`config.mk`:
```
export PLATFORM = sky130hd
export DESIGN_NAME = multicore_run_controller
export DESIGN_NICKNAME = d
export VERILOG_FILES = /design/src/rtl/multicore_run_controller.sv
export SDC_FILE = /design/constraint.sdc
export NUM_CORES = 1
export LEC_CHECK = 0
export BUFFER_PORTS_ARGS = -buffer_cell sky130_fd_sc_hd__buf_2
export CORE_AREA = 4 4 136 138
export DETAILED_ROUTE_END_ITERATION = 7
export DIE_AREA = 0 0 140 142
export HOLD_SLACK_MARGIN = 0.06
export PLACE_DENSITY_LB_ADDON = 0.2
export SLEW_MARGIN = 0
export SYNTH_ARGS = -nofsm -noshare
export SYNTH_HDL_FRONTEND = slang
export SYNTH_SLANG_ARGS = --single-unit
```
`constraint.sdc`:
```
create_clock -name clk -period 2.7 [get_ports clk]
set_clock_uncertainty 0.15 [all_clocks]
set_input_delay 0.27 -clock clk [delete_from_list [all_inputs] [get_ports clk]]
set_output_delay 0.27 -clock clk [all_outputs]
set_load 0.01 [all_outputs]
```
`src/rtl/multicore_run_controller.sv`:
```
// Run sequencer and memory arbiter for the multicore matrix processor.
// Steps load/execute/transmit for CORE_COUNT cores and muxes memory ports between UART and lead core.
module multicore_run_controller #(
  parameter int CORE_COUNT     = 4,
  parameter int REG_WIDTH      = 12,
  parameter int DMEM_AW        = 12,
  parameter int IMEM_AW        = 8,
  parameter int TIME_WIDTH     = 26,
  parameter int TIMEOUT_CYCLES = 0,
  parameter int RX_END_LOC     = 7,
  parameter int TX_START_LOC   = 5,
  parameter int TX_END_LOC     = 8,
  parameter int DW             = CORE_COUNT * REG_WIDTH
) (
  input  logic                          clk,
  input  logic                          rst,
  input  logic                          start,
  input  logic                          rerun,
  input  logic                          uart_imem_received,
  input  logic                          uart_dmem_received,
  input  logic                          uart_dmem_transmitted,
  input  logic                          uart_rx_byte_valid,
  output logic                          ins_byte_valid,
  output logic                          data_byte_valid,
  input  logic                          uart_imem_wr_en,
  input  logic [IMEM_AW-1:0]            uart_imem_addr,
  input  logic                          uart_dmem_wr_en,
  input  logic [DMEM_AW-1:0]            uart_dmem_addr,
  input  logic [DW-1:0]                 uart_dmem_data,
  input  logic [CORE_COUNT-1:0]         proc_dmem_wr_en,
  input  logic [CORE_COUNT*DMEM_AW-1:0] proc_dmem_addr,
  input  logic [CORE_COUNT*IMEM_AW-1:0] proc_imem_addr,
  input  logic [DW-1:0]                 proc_dmem_data,
  input  logic [CORE_COUNT-1:0]         core_done,
  output logic                          imem_wr_en,
  output logic [IMEM_AW-1:0]            imem_addr,
  output logic                          dmem_wr_en,
  output logic [DMEM_AW-1:0]            dmem_addr,
  output logic [DW-1:0]                 dmem_data,
  output logic                          process_start,
  output logic                          tx_start,
  output logic [REG_WIDTH-1:0]          rx_end_addr,
  output logic [REG_WIDTH-1:0]          tx_start_addr,
  output logic [REG_WIDTH-1:0]          tx_end_addr,
  output logic [2:0]                    state,
  output logic [TIME_WIDTH-1:0]         cycle_count,
  output logic                          timeout_err
);

  // state    | meaning
  // IDLE     | waiting for start after reset
  // RX_IMEM  | UART loading instruction memory
  // RX_DMEM  | UART loading data memory, transfer bounds captured here
  // EXEC     | cores running, lead core owns both memories
  // TX_DMEM  | UART transmitting results
  // FINISH   | run complete; start reloads everything, rerun keeps the program
  // ERROR    | execution timed out
  typedef enum logic [2:0] {
    S_IDLE    = 3'd0,
    S_RX_IMEM = 3'd1,
    S_RX_DMEM = 3'd2,
    S_EXEC    = 3'd3,
    S_TX_DMEM = 3'd4,
    S_FINISH  = 3'd5,
    S_ERROR   = 3'd6
  } state_t;

  localparam logic [DMEM_AW-1:0]    LP_RX_END   = DMEM_AW'(RX_END_LOC);
  localparam logic [DMEM_AW-1:0]    LP_TX_START = DMEM_AW'(TX_START_LOC);
  localparam logic [DMEM_AW-1:0]    LP_TX_END   = DMEM_AW'(TX_END_LOC);
  localparam logic [TIME_WIDTH-1:0] LP_TO_LAST  =
    TIME_WIDTH'((TIMEOUT_CYCLES > 0) ? TIMEOUT_CYCLES - 1 : 0);

  state_t                  r_state;
  logic [CORE_COUNT-1:0]   r_done_seen;
  logic [TIME_WIDTH-1:0]   r_cycle_count;
  logic                    r_timeout_err;
  logic [REG_WIDTH-1:0]    r_rx_end_addr;
  logic [REG_WIDTH-1:0]    r_tx_start_addr;
  logic [REG_WIDTH-1:0]    r_tx_end_addr;

  logic                    w_in_exec;
  logic                    w_all_done;
  logic                    w_process_start;
  logic                    w_tx_start;
  logic                    w_timeout;
  logic                    w_unused;

  // Done pulses from different cores may land in different cycles; the sticky copy covers that.
  assign w_in_exec       = (r_state == S_EXEC);
  assign w_all_done      = &(r_done_seen | core_done);
  assign w_process_start = (r_state == S_RX_DMEM) & uart_dmem_received;
  assign w_tx_start      = w_in_exec & w_all_done;
  assign w_timeout       = (TIMEOUT_CYCLES != 0) & w_in_exec & ~w_all_done &
                           (r_cycle_count == LP_TO_LAST);

  // Only the lead core's address and write enable reach the shared memories.
  assign w_unused = ^{proc_dmem_wr_en, proc_dmem_addr, proc_imem_addr, uart_dmem_data};

  always_ff @(posedge clk) begin
    if (rst) begin
      r_state         <= S_IDLE;
      r_done_seen     <= '0;
      r_cycle_count   <= '0;
      r_timeout_err   <= 1'b0;
      r_rx_end_addr   <= '0;
      r_tx_start_addr <= '0;
      r_tx_end_addr   <= '0;
    end else begin
      case (r_state)
        S_IDLE:    if (start) r_state <= S_RX_IMEM;
        S_RX_IMEM: if (uart_imem_received) r_state <= S_RX_DMEM;
        S_RX_DMEM: if (uart_dmem_received) r_state <= S_EXEC;
        S_EXEC: begin
          if (w_all_done) begin
            r_state <= S_TX_DMEM;
          end else if (w_timeout) begin
            r_state       <= S_ERROR;
            r_timeout_err <= 1'b1;
          end
        end
        S_TX_DMEM: if (uart_dmem_transmitted) r_state <= S_FINISH;
        S_FINISH: begin
          if (start)      r_state <= S_RX_IMEM;
          else if (rerun) r_state <= S_RX_DMEM;
        end
        S_ERROR: begin
          if (start) begin
            r_state       <= S_RX_IMEM;
            r_timeout_err <= 1'b0;
          end
        end
        default:   r_state <= S_IDLE;
      endcase

      if (w_process_start)
        r_done_seen <= '0;
      else if (w_in_exec)
        r_done_seen <= r_done_seen | core_done;

      if (w_process_start)
        r_cycle_count <= '0;
      else if (w_in_exec && (r_cycle_count != '1))
        r_cycle_count <= r_cycle_count + 1'b1;

      if ((r_state == S_RX_DMEM) && uart_dmem_wr_en) begin
        if (uart_dmem_addr == LP_RX_END)
          r_rx_end_addr <= uart_dmem_data[REG_WIDTH-1:0];
        else if (uart_dmem_addr == LP_TX_START)
          r_tx_start_addr <= uart_dmem_data[REG_WIDTH-1:0];
        else if (uart_dmem_addr == LP_TX_END)
          r_tx_end_addr <= uart_dmem_data[REG_WIDTH-1:0];
      end
    end
  end

  always_comb begin
    imem_wr_en = 1'b0;
    imem_addr  = '0;
    dmem_wr_en = 1'b0;
    dmem_addr  = '0;
    dmem_data  = '0;
    case (r_state)
      S_RX_IMEM: begin
        imem_wr_en = uart_imem_wr_en;
        imem_addr  = uart_imem_addr;
      end
      S_RX_DMEM, S_TX_DMEM: begin
        dmem_wr_en = uart_dmem_wr_en;
        dmem_addr  = uart_dmem_addr;
        dmem_data  = uart_dmem_data;
      end
      S_EXEC: begin
        imem_addr  = proc_imem_addr[IMEM_AW-1:0];
        dmem_wr_en = proc_dmem_wr_en[0];
        dmem_addr  = proc_dmem_addr[DMEM_AW-1:0];
        dmem_data  = proc_dmem_data;
      end
      default: ;
    endcase
  end

  assign ins_byte_valid  = uart_rx_byte_valid & (r_state == S_RX_IMEM);
  assign data_byte_valid = uart_rx_byte_valid & (r_state == S_RX_DMEM);
  assign process_start   = w_process_start;
  assign tx_start        = w_tx_start;
  assign rx_end_addr     = r_rx_end_addr;
  assign tx_start_addr   = r_tx_start_addr;
  assign tx_end_addr     = r_tx_end_addr;
  assign state           = r_state;
  assign cycle_count     = r_cycle_count;
  assign timeout_err     = r_timeout_err;

endmodule
```
==> flow_summary.yaml <==
synthesis:
  yosysSeqAreaShare: 0.373
  synthFlopType: "dfxtp_1"
  avgSynthCellArea_um2: 8.84
  synth_area_mm2: 0.00371
  synthArstFlopShare: 0
  ys.warnings.count: 0
  ys_ff_latch: 69
  synth_edf_count: 0
  syn_inst: 419
  syn_nets: 634
  synth.distinct_cells: 47
timing:
  max_slew_margin: 0.597
  period_share: 0.897
  tightest_slew_ps: 604
  tns_ps: 0
  rsz0062_at_grt: "false"
  setup_violations: 0
  whs_ps: 79.8
  layout_min_cycle_time_ps: 2420
  drv_slew: 0
  fmax_mhz: 413
  finalHoldViolations: 0
clocking:
  cts_sinks: 69
  post-cts-setup-buffers: 0
  ctsHtreeMaxLevel: 3
  numCtsBuffers: 9
  cts_resized: 0
  clk_path_buf_depth: 2
  clk_latency_ps: 330
  root_buffer: "clkbuf_16"
  cts_tree: "built"
  cts.clk_slew.worst_paths_ps: 60
cells_and_area:
  layout.nets: 916
  regArea_mm2: 0.00138
  fillers: 1895
  area_growth_pct: 55.6
  layout.cells.non_filler: 942
  layout_commonest_cell: "buf_2"
  multi_input_area_mm2: 0.00218
  finish.utilization: 0.336
  layout-drive-gt1-share: 0.462
  most-common-layout-cells: "289 x buf_2, 70 x a22o_1, 69 x dfxtp_1"
worst_setup_path:
  startpoint: "state[0]"
  worst_setup_path_end_kind: "output pin"
  cp.required_ps: 2280
  path_max_fanout: 74
  start_kind: "register"
  r2r_start: "state[0]"
  timing.reg2reg.setup_slack_ps: 420
  critical_path_class: "reg -> out"
  cp.arrival_ps: 2000
power_and_ir_drop:
  total_power_uw: 3690
  pwr_density_cell_mw_per_mm2: 640
  peakVddDrop_mv: 0.317
  p_leak_uw: 0.00277
floorplanning:
  chipHeight_um: 142
  initial_core_util: 0.216
  dieArea_mm2: 0.0199
  core_mm2: 0.0172
  fp.dieW_um: 140
  rows: 48
  ios: 354
place:
  place_inst: 911
  io_buffers: 289
  globalplace.congestion: 0.959
  hpwl_mm: 13.4
routing:
  drtIter0Drc: 172
  vias_per_cell: 4.67
  drc_errors: 0
  vias: 4395
  ant_nets: 0
  first_pass_iters: 4
  wl_per_cell_um: 17.7
  routed_wl_mm: 16.7
min_path:
  hp-start: "uart_dmem_data[7]"
  hold_path_class: "in -> reg"
global_route:
  grt_usage: 0.157
  grt_pass1_vias: 4234
  grt_pass1_wl_mm: 24.4
  grt_max_degree: 75
  globalRoute.totalOverflow: 0
  antenna_found_initial: 14
run_status:
  status: "completed"
job:
  maxCapViolCount: 0
[power breakdown]
group | switching [µW] | total, µW | internal, µW
Clock | 442 | 1060 | 619
Sequential | 33.6 | 1070 | 1040
Combinational | 841 | 1550 | 711
[cells by family after synthesis]
logic type | after synthesis | synth area share
buffers and inverters | 41 | 0.0479
AND/OR/NAND/NOR | 140 | 0.197
multiplexers | 38 | 0.103
adder cells (fa/ha/maj) | 1 | 0.00338
flip-flops | 69 | 0.373
XOR/XNOR | 19 | 0.0449
other | 1 | 0.00101
AO/OA/AOI/OAI | 110 | 0.231
[cells in the mapped netlist, types with 3 or more instances]
library cell,number,area (µm²)
a22o_1,70,613
dfxtp_1,69,1380
nor2_1,68,255
mux2i_1,38,380
clkbuf_1,25,93.8
a21oi_1,15,75.1
xnor2_1,11,96.3
nand2_1,10,37.5
nand4_1,10,62.6
nor4_1,9,56.3
o21ai_0,9,45.0
inv_1,8,30.0
xor2_1,8,70.1
nor3_1,6,30.0
and2_1,5,31.3
buf_2,4,20.0
nand3_1,4,20.0
and3_1,3,18.8
buf_4,3,22.5
nand2b_1,3,18.8
nor4_2,3,37.5
or3_1,3,18.8
[worst max-delay path, cell delays in order (launching register included)]
cell	delay (ps)
dfxtp_1	590
and3b_2	360
buf_12	290
a22o_1	210
buf_2	140
[through the flow]
step	instance area, µm²	setup WS, ps
final	5770	279
after detailed placement	5430	360
after floorplan	3710	539
after global placement	5430	443
after global routing	5760	162
after CTS	5740	268
[metal layers]
| layer | global-route usage | part of all wire |
|---|---|---|
| met5 | 0 | 0.0020 |
| met4 | 0.0892 | 0.052 |
| met3 | 0.0521 | 0.074 |
| met2 | 0.269 | 0.49 |
| met1 | 0.171 | 0.38 |
[state kept, by name (all words and copies together) (netlist names)]
register       flops
cycle_count       26
r_done_seen        4
rx_end_addr       12
state              3
tx_end_addr       12
tx_start_addr     12
[final cells by class]
cell class	count	area share
Tap cell	225	0.0488
Inverter	8	0.00521
Clock buffer	10	0.0397
Multi-Input combinational cell	309	0.378
Antenna cell	11	0.00477
Timing Repair Buffer	304	0.276
Clock inverter	6	0.00694
Sequential cell	69	0.240
[final timing paths]
check,end,cells past startpoint
setup / recovery,dmem_data[41],4
hold / removal,tx_end_addr[7],3
setup reg to reg,tx_end_addr[6],6
hold reg to reg,r_done_seen[0],2
[what timing repair did]
action / in CTS / in global routing
endpoints found under the hold margin: 4 / 0
hold buffers: 4 / 0
setup endpoints to repair: 0 / 0
(Power assumes the default switching activity.)
